$ cat config.mk
export PLATFORM = sky130hd
export DESIGN_NAME = gpio_pin_ctrl
export DESIGN_NICKNAME = d
export VERILOG_FILES = /design/src/rtl/gpio_pin_ctrl.sv
export SDC_FILE = /design/constraint.sdc
export NUM_CORES = 1
export LEC_CHECK = 0
export BUFFER_PORTS_ARGS = -buffer_cell sky130_fd_sc_hd__buf_2
export CORE_ASPECT_RATIO = 1.2
export CORE_MARGIN = 10
export CORE_UTILIZATION = 40
export CTS_BUF_LIST = sky130_fd_sc_hd__clkbuf_8
export CTS_CLUSTER_DIAMETER = 50
export DETAILED_ROUTE_END_ITERATION = 8
export HOLD_SLACK_MARGIN = 0.06
export MAX_ROUTING_LAYER = met4
export PLACE_DENSITY_LB_ADDON = 0.3
export SLEW_MARGIN = 25
export SYNTH_ARGS = -nofsm -noshare
export SYNTH_HDL_FRONTEND = slang
export SYNTH_SLANG_ARGS = --single-unit
export TNS_END_PERCENT = 1
$ cat constraint.sdc
create_clock -name clk -period 1.7 [get_ports clk]
set_clock_uncertainty 0.1 [all_clocks]
set_input_delay 0.34 -clock clk [delete_from_list [all_inputs] [get_ports clk]]
set_output_delay 0.34 -clock clk [all_outputs]
set_load 0.01 [all_outputs]
$ cat src/rtl/gpio_pin_ctrl.sv
`default_nettype none
// gpio_pin_ctrl: registered pad drive, 2-flop sync, tick-based glitch filter, edge IRQ.
// Revision: 1.0

module gpio_pin_ctrl #(
  parameter int PRESCALE   = 100,
  parameter int FILTER_LEN = 3,
  parameter int IRQ_EDGE   = 2
) (
  input  logic        clk,
  input  logic        reset,
  input  logic [15:0] rf_gpio_datareg,
  input  logic [15:0] rf_gpio_tristate,
  input  logic [15:0] rf_gpio_interrupt_mask,
  input  logic [15:0] pad_in,
  input  logic [15:0] irq_clr,
  output logic [15:0] pad_out,
  output logic [15:0] pad_oe,
  output logic [15:0] ro_gpio_pinstate,
  output logic [15:0] irq_pending,
  output logic        irq
);

  localparam logic [15:0] PRE_MAX = 16'(PRESCALE - 1);
  localparam logic [3:0]  CNT_MAX = 4'(FILTER_LEN - 1);

  logic [15:0] pad_out_q, pad_out_d;
  logic [15:0] pad_oe_q, pad_oe_d;
  logic [15:0] sync1_q, sync1_d;
  logic [15:0] sync2_q, sync2_d;
  logic [15:0] pre_q, pre_d;
  logic [3:0]  cnt_q [16];
  logic [3:0]  cnt_d [16];
  logic [15:0] flt_q, flt_d;
  logic [15:0] flt_prev_q, flt_prev_d;
  logic [15:0] evt_q, evt_d;
  logic [15:0] pending_q, pending_d;
  logic        irq_q, irq_d;

  logic        tick;
  logic [15:0] rise, fall, edge_sel;

  always_comb begin
    pad_out_d = rf_gpio_datareg;
    pad_oe_d  = rf_gpio_tristate;
    sync1_d   = pad_in;
    sync2_d   = sync1_q;

    tick  = (pre_q == PRE_MAX);
    pre_d = tick ? 16'd0 : pre_q + 16'd1;

    flt_d = flt_q;
    for (int i = 0; i < 16; i++) begin
      cnt_d[i] = cnt_q[i];
      if (tick) begin
        if (sync2_q[i] == flt_q[i]) begin
          cnt_d[i] = 4'd0;
        end else if (cnt_q[i] == CNT_MAX) begin
          flt_d[i] = sync2_q[i];
          cnt_d[i] = 4'd0;
        end else begin
          cnt_d[i] = cnt_q[i] + 4'd1;
        end
      end
    end

    // Edges are detected on the registered filter output, so evt lands one cycle after flt moves.
    flt_prev_d = flt_q;
    rise       = flt_q & ~flt_prev_q;
    fall       = ~flt_q & flt_prev_q;
    case (IRQ_EDGE)
      0:       edge_sel = rise;
      1:       edge_sel = fall;
      default: edge_sel = rise | fall;
    endcase
    evt_d = edge_sel & rf_gpio_interrupt_mask;

    // A new event wins over a clear strobe in the same cycle.
    pending_d = evt_q | (pending_q & ~irq_clr);
    irq_d     = |pending_q;
  end

  always_ff @(posedge clk) begin
    if (reset) begin
      pad_out_q  <= '0;
      pad_oe_q   <= '0;
      sync1_q    <= '0;
      sync2_q    <= '0;
      pre_q      <= '0;
      flt_q      <= '0;
      flt_prev_q <= '0;
      evt_q      <= '0;
      pending_q  <= '0;
      irq_q      <= 1'b0;
      for (int i = 0; i < 16; i++) cnt_q[i] <= '0;
    end else begin
      pad_out_q  <= pad_out_d;
      pad_oe_q   <= pad_oe_d;
      sync1_q    <= sync1_d;
      sync2_q    <= sync2_d;
      pre_q      <= pre_d;
      flt_q      <= flt_d;
      flt_prev_q <= flt_prev_d;
      evt_q      <= evt_d;
      pending_q  <= pending_d;
      irq_q      <= irq_d;
      for (int i = 0; i < 16; i++) cnt_q[i] <= cnt_d[i];
    end
  end

  assign pad_out          = pad_out_q;
  assign pad_oe           = pad_oe_q;
  assign ro_gpio_pinstate = flt_q;
  assign irq_pending      = pending_q;
  assign irq              = irq_q;

endmodule

`default_nettype wire

==> summary.md <==
| Metric | Value |
|---|---|
| Fill cells | `1684` |
| Top_reg_cell synth | `dfxtp_1` |
| Slew Viols, Final | `0` |
| Switching pwr | `2.26 mW` |
| Kind of critical path | `reg -> reg` |
| Max VDD drop | `0.983 mV` |
| Worst hold path class | `in -> reg` |
| Worst path max stage delay | `0.36 ns` |
| Max-Cap Viols | `0` |
| Post-Syn Nets | `950` |
| Synth Register Bits | `209` |
| Leak pwr | `4.60 nW` |
| Post-route ant nets | `0` |
| Slowest-stage cell, CP | `nor4_4` |
| Failing checks | `negative setup slack` |
| PwrDens | `932 nW/um2` |
| RD Place Congestion | `0.792` |
| Die height | `175 um` |
| Final setup viols | `27` |
| Global route total overflow | `0` |
| Unrepaired setup endpoints after global routing | `true` |
| Register area share after synthesis | `52.2%` |
| Final Cycle Share | `104%` |
| Top post-synthesis cells by area | `dfxtp_1 52%, nor2b_1 6.3%, ha_1 4.8%` |
| Die footprint | `26100 um2` |
| CP cell instances | `nor4_4 -> buf_4 -> and4_4 -> clkbuf_16 -> a21bo_2 -> a21oi_2` |
| CTS sink cnt | `209` |
| F_max | `568 MHz` |
| Slew HR | `72.1%` |
| Clk pwr share | `45.8%` |
| Vias per cell | `4.75` |
| Number of synthesized flops with an enable pin | `0` |
| Most frequent cell after synthesis | `dfxtp_1` |
| Measured slew at the worst slew-check pin | `0.417 ns` |
| Setup WS post-layout | `-0.0596 ns` |
| Routed WL per cell | `14.1 um` |
| Cell Area, Synth | `8020 um2` |
| Initial antenna violation count | `0` |
| Period minus WS final | `1.76 ns` |
| First-pass GRT wire length | `32.0 mm` |
| Critical path peak fanout | `14` |
| # IOs | `147` |
| Critical path launch point type | `register` |
| Core box area | `19600 um2` |
| DRT Pass-1 Iters | `4` |
| Synth top area share | `52.2%` |
| Required time of the worst setup path | `1.99 ns` |
| Yosys warnings | `0` |
| Starting density of the core | `40.9%` |
| Tot GR Track Use | `14.9%` |
| Count of cell types in the netlist | `34` |
| Die width | `149 um` |
| Layout cells sized above 1 | `25.2%` |
| Detailed-route via count | `6625` |
| Placed instance area | `9260 um2` |
| Area leader, netlist | `dfxtp_1` |
| Async S/R FF share, synth | `0%` |
| Largest net degree at the start of global routing | `69` |
| Antenna Cells | `0` |
| Max clock buf depth | `3` |
| Share of power burned in registers | `48.6%` |
| Finished Core Util | `56.4%` |
| Dpl hpwl | `12.4 mm` |
| Syn-to-layout area delta | `38.0%` |
| Final Total Pwr | `10.3 mW` |
| Worst-path clk slew | `0.06 ns` |
| Synthesized area per cell | `9.59 um2` |
| Row cnt | `56` |
| IO buf count | `146` |
| TritonCTS Buffers | `37` |
| CP arrival | `2.05 ns` |
| CP endpoint kind | `register` |
| Pint | `8.06 mW` |
| Post-route cell area | `11100 um2` |
| Routed wire length | `19.7 mm` |
| Fin Setup TNS | `-0.920 ns` |
| Final hold slack | `0.309 ns` |
| Mapped Cells | `837` |
| Combinational share of power | `5.5%` |
| Initial drt markers | `325` |
| Root buffer cell | `clkbuf_8` |
| Later-pin clock latency in the skew report | `0.52 ns` |
| Most common library cells after synthesis | `209 x dfxtp_1, 81 x nor2b_1, 77 x nand2_1` |
| Vias in the first global route | `6566` |
| Status | `complete, but fails checks` |
| Switching Share | `21.9%` |
| Post-route DRC | `0` |
| CTS tree | `yes` |
| Final nets | `1220` |
| Hold violation count in the final report | `0` |
| H-Tree Depth | `2` |
-- area by class of cell --
class	count	area, um2	share of cell area (%)
clock buffer	46	633	5.72
clock inverter	19	134	1.21
inverter	37	139	1.25
multi-input combinational	556	3650	33.0
sequential	209	4190	37.8
tap	261	327	2.95
timing repair buffer	266	2000	18.0
-- path summary, 6_finish.rpt --
path	startpoint	end	slack (ns)	cells past startpoint
max	pre_q[8]	ro_gpio_pinstate[2]	-0.06	6
min	reset	cnt_q[1][31]	0.31	4
max reg2reg	pre_q[8]	ro_gpio_pinstate[2]	-0.06	6
min reg2reg	sync1_q[3]	sync2_q[3]	0.33	1
-- cell usage in the layout, fill, tap and decap left out, types with 4 or more instances in the layout --
cell type / count
inv_1: 48
buf_2: 145
nand4_1: 5
nand4b_1: 29
clkinv_2: 5
nand2_2: 7
ha_1: 30
dfxtp_1: 205
xor2_1: 16
nor2b_1: 81
o21ai_0: 37
nor3b_1: 34
buf_4: 27
nand2_1: 70
a21bo_2: 13
nor2_1: 53
a21oi_1: 36
dfxtp_2: 4
nor4_1: 6
nand3_1: 52
o21ai_2: 4
buf_12: 8
dlygate4sd3_1: 80
a21oi_2: 4
clkbuf_8: 46
xnor2_1: 43
o21ai_1: 6
nor3_1: 6
-- per-layer routing --
layer / vias to the layer above / track usage, % / wire length [um]
li1: 3355 / - / -
met1: 3068 / 18.0 / 9060
met2: 169 / 23.1 / 9000
met3: 33 / 4.29 / 1240
met5: - / - / 0
met4: 0 / 5.73 / 376
-- power by group through the flow --
| stage | sequential (mW) | clock (mW) | combinational, mW |
|---|---|---|---|
| 6_report | 5.02 | 4.73 | 0.571 |
| 5_1_grt | 5.02 | 5.10 | 0.627 |
| 4_1_cts | 5.01 | 4.86 | 0.542 |
| 3_5_place_dp | 5.12 | 0 | 0.395 |
| 3_3_place_gp | 5.11 | 0 | 0.393 |
| 2_1_floorplan | 5.13 | 0 | 0.170 |
-- sequential cells by signal, summed over array words and instances (netlist names) --
register,count
sync1_q,16
evt_q,16
irq_pending,16
sync2_q,16
pad_out,16
pad_oe,16
ro_gpio_pinstate,16
pre_q,16
cnt_q,64
irq,1
flt_prev_q,16
-- logic make-up (layout without fill, tap and decap cells) --
family / after synthesis / in the layout / share of synthesized area [%]
adder cells (fa/ha/maj): 31 / 31 / 4.83
flip-flops: 209 / 209 / 52.2
AND/OR/NAND/NOR: 358 / 358 / 25.1
XOR/XNOR: 59 / 59 / 6.44
AO/OA/AOI/OAI: 108 / 108 / 7.80
buffers and inverters: 72 / 368 / 3.70
-- repair_timing --
action                     CTS  global route
gates resized for setup      1            39
pin swaps                    2            16
hold endpoints to repair    80             0
hold buffers                80             0
setup buffers                1             3
gates cloned                 0             4
setup endpoints to repair   79            95
-- worst max-delay path, delay by kind of cell, from the launching register on --
| kind | cells | cell delay, ns |
|---|---|---|
| buf+inv | 2 | 0.37 |
| compound gates | 2 | 0.18 |
| simple gates | 2 | 0.64 |
| flops | 1 | 0.33 |
-- metrics by stage --
step                      std cells  worst slack [ns]
after floorplan                 837           0.00310
after global placement         1241           0.00458
after detailed placement       1241           -0.0377
after CTS                      1387           -0.0779
after global routing           1394            -0.152
final                          1394           -0.0596
Note: power is estimated with default switching activity, not from simulation.
